## src/rtl/int_to_float_seq.sv

```systemverilog
// Sequential signed int32 -> IEEE-754 single converter, one normalise step per cycle, RNE rounding.
// Optional FP_CVT_INEXACT_EN adds the inexact_o flag (G|S of the discarded bits).
module int_to_float_seq #(
  parameter int NORM_STEP = 1
) (
  input  logic        clk_i,
  input  logic        rst_b_i,
  input  logic        start_i,
  input  logic [31:0] in_i,
  output logic        busy_o,
  output logic        done_o,
  output logic [31:0] out_o
`ifdef FP_CVT_INEXACT_EN
  , output logic      inexact_o
`endif
);

  typedef enum logic {IDLE, NORM} state_t;

  localparam logic [7:0] STEP_E = 8'(NORM_STEP);

  state_t      state_q;
  logic        sign_q;
  logic [31:0] mag_q;
  logic [7:0]  exp_q;
  logic        busy_q, done_q;
  logic [31:0] out_q;

  // Rounding datapath, only meaningful once mag_q[31] is set.
  logic [22:0] frac_w;
  logic        g_w, s_w, up_w;
  logic [23:0] sum_w;
  logic [7:0]  rexp_w;
  logic [31:0] rnd_w;

  always_comb begin
    frac_w = mag_q[30:8];
    g_w    = mag_q[7];
    s_w    = |mag_q[6:0];
    up_w   = g_w & (s_w | frac_w[0]);
    sum_w  = {1'b0, frac_w} + {23'd0, up_w};
    rexp_w = exp_q + {7'd0, sum_w[23]};
    rnd_w  = {sign_q, rexp_w, sum_w[22:0]};
  end

`ifdef FP_CVT_INEXACT_EN
  logic inexact_q;
  assign inexact_o = inexact_q;
`endif

  always_ff @(posedge clk_i) begin
    if (!rst_b_i) begin
      state_q <= IDLE;
      sign_q  <= 1'b0;
      mag_q   <= '0;
      exp_q   <= '0;
      busy_q  <= 1'b0;
      done_q  <= 1'b0;
      out_q   <= '0;
`ifdef FP_CVT_INEXACT_EN
      inexact_q <= 1'b0;
`endif
    end else begin
      done_q <= 1'b0;
      case (state_q)
        IDLE: begin
          if (start_i) begin
            sign_q  <= in_i[31];
            // 0x80000000 negates to itself, which is exactly 2^31 unsigned.
            mag_q   <= in_i[31] ? (~in_i + 32'd1) : in_i;
            exp_q   <= 8'd158;
            out_q   <= '0;
            busy_q  <= 1'b1;
            state_q <= NORM;
`ifdef FP_CVT_INEXACT_EN
            inexact_q <= 1'b0;
`endif
          end
        end
        NORM: begin
          if (mag_q == '0) begin
            out_q   <= '0;
            done_q  <= 1'b1;
            busy_q  <= 1'b0;
            state_q <= IDLE;
          end else if (mag_q[31]) begin
            out_q   <= rnd_w;
            done_q  <= 1'b1;
            busy_q  <= 1'b0;
            state_q <= IDLE;
`ifdef FP_CVT_INEXACT_EN
            inexact_q <= g_w | s_w;
`endif
          end else if (mag_q[31 -: NORM_STEP] == '0) begin
            mag_q <= mag_q << NORM_STEP;
            exp_q <= exp_q - STEP_E;
          end else begin
            mag_q <= mag_q << 1;
            exp_q <= exp_q - 8'd1;
          end
        end
        default: state_q <= IDLE;
      endcase
    end
  end

  assign busy_o = busy_q;
  assign done_o = done_q;
  assign out_o  = out_q;

endmodule

```

## config.mk

```make
export PLATFORM = sky130hd
export DESIGN_NAME = int_to_float_seq
export DESIGN_NICKNAME = d
export VERILOG_FILES = /design/src/rtl/int_to_float_seq.sv
export SDC_FILE = /design/constraint.sdc
export NUM_CORES = 1
export LEC_CHECK = 0
export ABC_CLOCK_PERIOD_IN_PS = 1900
export CAP_MARGIN = 20
export CELL_PAD_IN_SITES_DETAIL_PLACEMENT = 1
export CELL_PAD_IN_SITES_GLOBAL_PLACEMENT = 2
export CORE_ASPECT_RATIO = 1.4
export CORE_MARGIN = 5
export CORE_UTILIZATION = 29
export CTS_CLUSTER_DIAMETER = 50
export CTS_CLUSTER_SIZE = 14
export DETAILED_ROUTE_END_ITERATION = 12
export PLACE_DENSITY_LB_ADDON = 0.2
export SYNTH_ARGS = -nofsm -noshare
export SYNTH_HDL_FRONTEND = slang
export SYNTH_SLANG_ARGS = --single-unit
```

## constraint.sdc

```tcl
create_clock -name clk_i -period 1.9 [get_ports clk_i]
set_input_delay 0.285 -clock clk_i [delete_from_list [all_inputs] [get_ports clk_i]]
set_output_delay 0.285 -clock clk_i [all_outputs]
set_load 0.05 [all_outputs]
```

==> results by stage, run 1 <==
Worst setup path:
- The data arrival time at the worst-slack endpoint is 2450 ps.
- Counting both buffers and inverters, the worst setup path holds a total of 3.
- The signal on the critical path passes through buf_6, nor4_4, nand4_1, buf_4, o31ai_4, nand2_4, buf_12, o221a_4, nor2_1.
- STA classifies the critical path endpoint as a register.
- STA classifies the critical path startpoint as a register.
- STA puts the critical path data required time at 2170 ps.
- The largest fanout on the critical path is 6.
- The register-to-register path setup slack is -280 ps.
- The largest single stage delay on the critical path is 330 ps.
- The worst setup path is of the register to register kind.
- The kind of cell with the highest combined delay along the critical path is simple AND/OR/NAND/NOR gates.
- The slowest stage of the critical path belongs to the cell dfxtp_2.

Synthesis:
- The register bit count reported by yosys is 76.
- The cell area that synthesis handed to floorplanning was 4270 um2.
- In the post-synthesis netlist, the biggest area contributors are dfxtp_1 (36%), xnor2_1 (8.0%), a22o_1 (5.1%).
- The top-area cell type share of the netlist area is 35.6%.
- Counting flops with an async set or reset pin after synthesis yields a share of 0%.
- Synthesis produced a netlist whose cell count is 508.
- The number of synthesis warnings is 0.
- Among all flip-flop cells after synthesis, the most frequent one is dfxtp_1.
- The mean instance size in the synthesized netlist is 8.41 um2.
- The share of synthesized area occupied by flip-flops and latches is 35.6%.
- The number of library cell types mapped by synthesis is 56.
- The most area-hungry cell type in the Yosys netlist is dfxtp_1.
- Counting flops with a built-in enable in the synthesized netlist gives 0.
- The total nets after synthesis is 548.

Run status:
- The checks that failed: negative setup slack.
- The flow ran to the end, but the final reports show violations.

Floorplan:
- The floorplan step set the die width to 113 um.
- The die covers 17300 um2.
- For this configuration, the core starts out at a cell density of 29.6%.
- The height of the die is 154 um.
- Row generation in the floorplan step produced 52 rows.
- In this run the standard cell core region covers 14400 um2.
- The I/O pin count is 69.

Global route:
- Global routing finished with a remaining overflow of 0.
- The number of global-route vias before repair is 5021.
- Entering global routing, the biggest net connects 30 pins.
- The total global routing track utilization is 18.3%.
- The first global-routing pass estimated 25.7 mm of wire.
- The number of antenna violations at the first check in global routing came to 0.

Clocking:
- The later pin in the worst-skew pair is clocked with a latency of 330 ps.
- The clock-pin transition on the worst setup and hold timing paths is 60 ps.
- TritonCTS built the clock tree.
- CTS saw 76 sinks.
- The number of H-tree levels is 3.
- After clock tree synthesis, the flow added hold-fix buffers numbering 0.
- The buffer type at the clock tree root is clkbuf_16.
- Buffers inserted during clock tree synthesis total 9.
- The maximum clock insertion buffer count is 2.

Timing:
- The tightest slew margin relative to the limit is 57.7%.
- The pin slew with the least headroom to its limit is 632 ps.
- The worst setup slack after layout is -279 ps.
- The final number of max-transition violations is 0.
- The final setup violation count is 65.
- The final-report hold violation count is 0.
- The fmax is 0.459 GHz.
- In the finished design, the share of the clock period the worst path needs comes to 115%.
- The time the final worst path needs with I/O delays and setup is 2180 ps.
- Setup repair after global routing could not meet its margin everywhere.
- The setup clock skew after layout is 7.14 ps.
- For the final routed database, the setup TNS stands at -13740 ps.

Final layout:
- The layout overhead on the synthesized area is 66.6%.
- For this run, the number of standard cells in the final layout without fillers is 895.
- The net count of the finished layout is 741.
- Of the cells placed in the final design, the portion with a size suffix greater than 1 is 36.0%.
- Cells fill 49.3% of the core in the end.
- The repair_antennas step left the layout with diodes totalling 0.

Power:
- The maximum resistive drop on vdd is 0.000462 V.
- Power comes to 5.11 mW.
- The power share of the clock group is 37.3%.
- The internal power of the cells totals 3.64 mW.
- Net switching is 28.8% of the power.
- The power per cell area is 719 nW/um2.
- In this run, flip-flops and latches consume 35.5% of the power.
- For this design the total switching power over the nets is 1.47 mW.
- The share of total power dissipated in combinational logic is 27.2%.
- The leakage power figure is 2.92 nW.

Job:
- Across the run, the number of max-cap violations was 0.

Placement:
- The number of placed instances with taps included is 856.
- The post-detailed-placement half-perimeter wirelength is 11.3 mm.
- Port buffering added 68 buffers.
- The weighted congestion reported at the end of routability-driven placement is 0.826.

Routing:
- The final wirelength is 16.2 mm.
- The detailed-routing iteration count for the pre-antenna-repair pass is 4.
- Using the TritonRoute via totals, the vias-per-cell ratio works out to 5.13.
- Dividing the detail-routed wire length by the instance count gives 18.1 um.
- In the routed design, unresolved DRC markers number 0.
- The detail route stage leaves a number of antenna-violating nets equal to 0.
- The DRC marker count from the first detailed-route iteration is 151.
- Detailed routing inserted a total of 4589 vias.

Hold path:
- The type of the tightest min-delay check is input pin to register.
## layer usage
| layer | routed length (um) | part of all wire, % | vias to the layer above | track usage [%] |
|---|---|---|---|---|
| li1 | - | - | 2243 | - |
| met1 | 6720 | 41 | 2243 | 21.3 |
| met2 | 8600 | 53 | 82 | 33.8 |
| met3 | 461 | 2.8 | 21 | 2.08 |
| met4 | 406 | 2.5 | 0 | 6.87 |
| met5 | 0 | 0 | - | 0 |
## power groups by stage
stage | Clock [mW] | Sequential, mW | Combinational (mW)
2_1_floorplan | 0 | 1.85 | 0.552
3_3_place_gp | 0 | 1.82 | 1.10
3_5_place_dp | 0 | 1.83 | 1.12
4_1_cts | 1.94 | 1.81 | 1.31
5_1_grt | 2.02 | 1.83 | 1.49
6_report | 1.91 | 1.82 | 1.39
## cell type report
class | count | area [um2]
Clock inverter | 4 | 70.1
Fill cell | 1666 | 7330
Clock buffer | 12 | 267
Tap cell | 189 | 236
Sequential cell | 76 | 1530
Timing Repair Buffer | 214 | 1940
Multi-Input combinational cell | 386 | 3020
Inverter | 14 | 52.6
## tightest hold or removal path, delay by kind of cell
| kind | cells | cell delay [ps] |
|---|---|---|
| AO/OA/AOI/OAI | 1 | 50 |
| AND/OR/NAND/NOR | 1 | 70 |
| buffers and inverters | 2 | 250 |
| XOR/XNOR | 1 | 70 |
## cells by family (layout without fill, tap and decap cells)
kind of cell	Yosys count	in the layout	synth area share, %
fa+ha+maj	5	5	1.46
compound gates	142	145	23.4
buf+inv	49	244	5.33
mux	3	3	0.703
flops	76	76	35.6
simple gates	173	173	21.2
xor+xnor	60	60	12.3
## cell usage after synthesis (all sizes together), types with 3 or more instances
cell	instances
nand3b	3
nand2	52
nand2b	7
ha	5
o31ai	10
a22oi	6
a22o	29
clkbuf	22
nand4	10
dfxtp	76
o41ai	6
mux2i	3
or3	4
a222oi	3
xor2	21
nor4	14
and2	4
o21ai	28
a21oi	37
nor2	28
and4	4
xnor2	39
and3	9
buf	13
nand3	15
nor3	13
inv	14
a31oi	7
## layout by cell type, fill, tap and decap left out, types with 20 or more instances in the layout
cell type / instances
buf_4: 129
dfxtp_1: 66
clkdlybuf4s50_1: 53
nand2_1: 47
xnor2_1: 38
a21oi_1: 32
nor2_1: 28
a22o_1: 25
o21ai_0: 21
xor2_1: 20
## flip-flops by register name (all words and copies together), names as in the netlist
register  count
state_q       1
busy_o        1
out_o        32
sign_q        1
exp_q         8
mag_q        32
done_o        1
## worst paths after layout
path	to	cells past startpoint	startpoint
max reg2reg	mag_q[11]	9	mag_q[20]
max	mag_q[11]	9	mag_q[20]
min	mag_q[26]	5	in_i[26]
min reg2reg	sign_q	2	sign_q
## stage by stage
stage                     area [um2]  setup WS (ps)  hold WS, ps
after floorplan                 4320          -96.4          421
after global placement          6010           -433          450
after detailed placement        6010           -461          462
after CTS                       6780           -214          473
after global routing            7120           -322          487
final                           7120           -279          435
## what timing repair did
action,in CTS,in global routing
pin swaps,49,40
resized for setup,63,61
endpoints found under the setup margin,71,73
setup buffers,6,11
gates cloned,6,0
No activity file was read; power rests on OpenSTA's default activity.
==> run 2: changes to the inputs <==
--- a/config.mk
+++ b/config.mk
@@ -5,13 +5,12 @@
 export SDC_FILE = /design/constraint.sdc
 export NUM_CORES = 1
 export LEC_CHECK = 0
-export ABC_CLOCK_PERIOD_IN_PS = 1900
 export CAP_MARGIN = 20
 export CELL_PAD_IN_SITES_DETAIL_PLACEMENT = 1
 export CELL_PAD_IN_SITES_GLOBAL_PLACEMENT = 2
 export CORE_ASPECT_RATIO = 1.4
 export CORE_MARGIN = 5
-export CORE_UTILIZATION = 29
+export CORE_UTILIZATION = 26
 export CTS_CLUSTER_DIAMETER = 50
 export CTS_CLUSTER_SIZE = 14
 export DETAILED_ROUTE_END_ITERATION = 12
@@ -19,3 +18,4 @@
 export SYNTH_ARGS = -nofsm -noshare
 export SYNTH_HDL_FRONTEND = slang
 export SYNTH_SLANG_ARGS = --single-unit
+export TNS_END_PERCENT = 50
==> run 2 against run 1 <==
The flow still finishes with violations (negative setup slack). Flip-flop and latch count did not move. Hold slack improved by 28 ps. Via count shrank 1.2%. Clock skew is 1.4 ps higher. Combinational power barely moved. First-iteration DRC count decreased by 23%. Count of clock-buffer cells in the layout is the same. Clock power decreased by 17%. Non-clock buffer count shrank 1. Sequential share of layout area increased by 0.91 points. Critical endpoint is now state_q.
==> results by stage, run 2 (synthesized netlist as in run 1, its figures left out) <==
Worst setup path:
- The register-to-register path setup slack is -290 ps (-20 ps).
- By startpoint and endpoint, the worst setup path is classified as register to register.
- The worst endpoint required time is 2130 ps (-40 ps).
- STA classifies the critical path startpoint as a register.
- The number of cells on the worst reg-to-reg path came to 10 (+1).
- The capture instance of the worst register-to-register path is state_q.
- The largest fanout on the critical path is 7 (+1).
- The worst setup path is captured at a register.
- The data arrival time at the worst-slack endpoint is 2420 ps (-30 ps).
- The startpoint identified for the worst register-to-register timing path is mag_q[20].

Routing:
- The detailed-route via count is 4533 (-1.2%).
- The DRC marker count from the first detailed-route iteration is 116 (-23%).
- The detailed-routing iteration count for the pre-antenna-repair pass is 7 (+3).
- The detail-routed via count per cell was 5.01 (-2.2%).
- The post-route DRC violation count is 0 (unchanged).
- The count of nets left with antenna violations after detail routing was 0 (unchanged).
- The final wirelength came to 16.0 mm (-1.1%).
- The wire length per cell was 17.7 um (-2.0%).

Clocking:
- The clock-pin transition on the worst setup and hold timing paths is 60 ps (about the same).
- The maximum clock insertion buffer count is 2 (unchanged).
- The number of hold buffers added after CTS is 0 (unchanged).
- The number of H-tree levels was 3 (unchanged).
- The TritonCTS buffer count was 9 (unchanged).
- The CTS tree is done.
- The buffer type at the clock tree root is clkbuf_16.
- The clock latency at the later pin of the worst-skew pair is 340 ps (about the same).
- The clock sink count is 76 (unchanged).

Timing:
- The worst setup slack after layout is -295 ps (-15.4 ps).
- The tightest slew margin relative to the limit was 59.5% (+1.8 points).
- The final number of max-transition violations came to 0 (unchanged).
- The final setup violation count came to 66 (+1.5%).
- The time the final worst path needs with I/O delays and setup came to 2190 ps (+15.4 ps).
- The fmax is 0.456 GHz (-0.70%).
- The pin slew with the least headroom to its limit is 605 ps (-27.5 ps).
- The final-report hold violation count is 0 (unchanged).
- The worst-case hold slack is 463 ps (+27.5 ps).
- The portion of the clock cycle consumed by the worst path in the final layout is 116% (+0.81 points).
- The setup clock skew after layout is 8.55 ps (+1.41 ps).
- Setup repair after global routing could not meet its margin everywhere.

Power:
- The relative contribution of combinational cells to total power was 28.5% (+1.3 points).
- The internal power summed over all cells was 3.30 mW (-9.5%).
- The maximum resistive drop on vdd came to 0.000463 V (+0.26%).
- The power per cell area is 691 nW/um2 (-3.9%).
- The sequential share of power is 38.1% (+2.6 points).
- The total power after layout is 4.77 mW (-6.8%).
- The power share of the clock group was 33.4% (-3.9 points).
- The reported net switching power was 1.47 mW (-0.27%).
- The leakage power figure is 2.75 nW (-5.7%).
- The share of total power consumed by net switching is 30.8% (+2.0 points).

Final layout:
- The share of final-layout standard cells stronger than drive strength 1 is 35.7% (-0.23 points).
- The net count of the finished layout came to 740 (-0.13%).
- The non-filler instance count after layout is 904 (+1.0%).
- The layout overhead on the synthesized area is 61.5%.
- The number of diodes added for antenna fixing is 0 (unchanged).
- Leaving out fill and tap cells, the most frequent cell in the layout is buf_4.
- Leaving out fill and tap cells, the most frequent cells in the layout are buf_4 (139), dfxtp_1 (63), clkdlybuf4s50_1 (55).
- The final core utilization was 42.7% (-6.6 points).

Hold path:
- In this run the worst hold path is classified as register to register.
- The endpoint of the worst hold path is sign_q.
- The number of cells on the worst hold path is 2 (-3).
- The startpoint of the lowest-slack hold path is sign_q.

Floorplan:
- The die width is 118 um (+5.1%).
- The number of placement rows is 55 (+5.8%).
- The area of the core region was 16200 um2 (+12%).
- The I/O pin count is 69 (unchanged).
- The starting utilization of the core area is 26.4% (-3.2 points).
- The floorplan die area is 19100 um2 (+11%).
- The height of the die is 162 um (+5.2%).

Global route:
- The total global routing track utilization was 16.7% (-1.5 points).
- The total overflow reported by the global router is 0 (unchanged).
- The largest net degree at the start of global routing was 38 (+27%).
- The number of global-route vias before repair is 5004 (-0.34%).
- The wire length of the first global-routing pass is 26.2 mm (+1.8%).
- The number of antenna violations at the first check in global routing was 0 (unchanged).

Placement:
- The number of placed instances with taps included is 872 (+1.9%).
- The count of input and output buffers was 68 (unchanged).
- The weighted congestion reported at the end of routability-driven placement is 0.802 (-3.0%).
- The post-detailed-placement half-perimeter wirelength came to 11.6 mm (+3.0%).

Run status:
- The final reports fail on negative setup slack.
- The flow ran to the end, but the final reports show violations.

Job:
- The max-capacitance violation count came to 0 (unchanged).
run 2: changes by cell type in the layout (fill, tap and decap cells not counted), sizes merged:
| cell | change |
|---|---|
| dlymetal6s2s | -7 |
| bufinv | -2 |
| buf | +7 |
| clkdlybuf4s15 | -1 |
| clkinvlp | +2 |
| dlygate4sd2 | -2 |
| clkdlybuf4s50 | +2 |
run 2: worst max path at each step:
stage,start,endpoint,cells past startpoint
final,mag_q[20],state_q,10
after global routing,mag_q[20],mag_q[30],10
after CTS,mag_q[13],out_o[26],12
after detailed placement,mag_q[13],mag_q[11],9
after global placement,mag_q[13],mag_q[11],9
after floorplan,mag_q[29],out_o[10],8
run 2: area by class of cell:
cell class	count	area, um2
timing repair buffer	213	1870
clock inverter	4	25.0
inverter	14	52.6
sequential	76	1550
fill	1876	9270
multi-input combinational	386	2910
clock buffer	12	246
tap	199	249
run 2: routing by layer:
layer	vias up	track usage [%]	wire [um]
met5	-	0	0
met4	0	6.52	407
met3	21	2.75	491
met2	90	30.0	8300
met1	2176	19.8	6810
li1	2246	-	-
run 2: power groups by stage:
stage               clock [mW]  combinational, mW  sequential, mW
global placement             0               1.11            1.83
finish                    1.59               1.36            1.82
detailed placement           0               1.13            1.84
floorplan                    0              0.550            1.85
global route              1.71               1.47            1.83
CTS                       1.62               1.31            1.81
run 2: stage by stage:
stage / worst slack (ps) / area, um2 / setup TNS [ps]
floorplan: -96.6 / 4310 / -2650
global placement: -560 / 6040 / -24320
detailed placement: -566 / 6040 / -26700
CTS: -191 / 6660 / -8550
global route: -419 / 6900 / -21250
finish: -295 / 6900 / -14830
run 2: worst max-delay path, cell delays in order (launching register included):
cell and delay, ps:
dfxtp_2 320, buf_6 110, nor4_4 230, nand4_1 210, buf_4 200, or3_4 330
buf_6 140, a21oi_4 200, buf_6 180, buf_4 120, nor2_1 30
run 2: repair_timing:
item                                    in CTS  in global routing
gates cloned                                 6                  0
buffers inserted                             3                  8
resized for setup                           55                 50
endpoints found under the setup margin      73                 73
pin swaps                                   49                 27
==> run 3: changes to the inputs <==
--- a/config.mk
+++ b/config.mk
@@ -14,6 +14,7 @@
 export CTS_CLUSTER_DIAMETER = 50
 export CTS_CLUSTER_SIZE = 14
 export DETAILED_ROUTE_END_ITERATION = 12
+export GPL_ROUTABILITY_DRIVEN = 0
 export PLACE_DENSITY_LB_ADDON = 0.2
 export SYNTH_ARGS = -nofsm -noshare
 export SYNTH_HDL_FRONTEND = slang
==> results of run 3 <==
No change in the layout: final DEF, timing and power equal those of run 2.
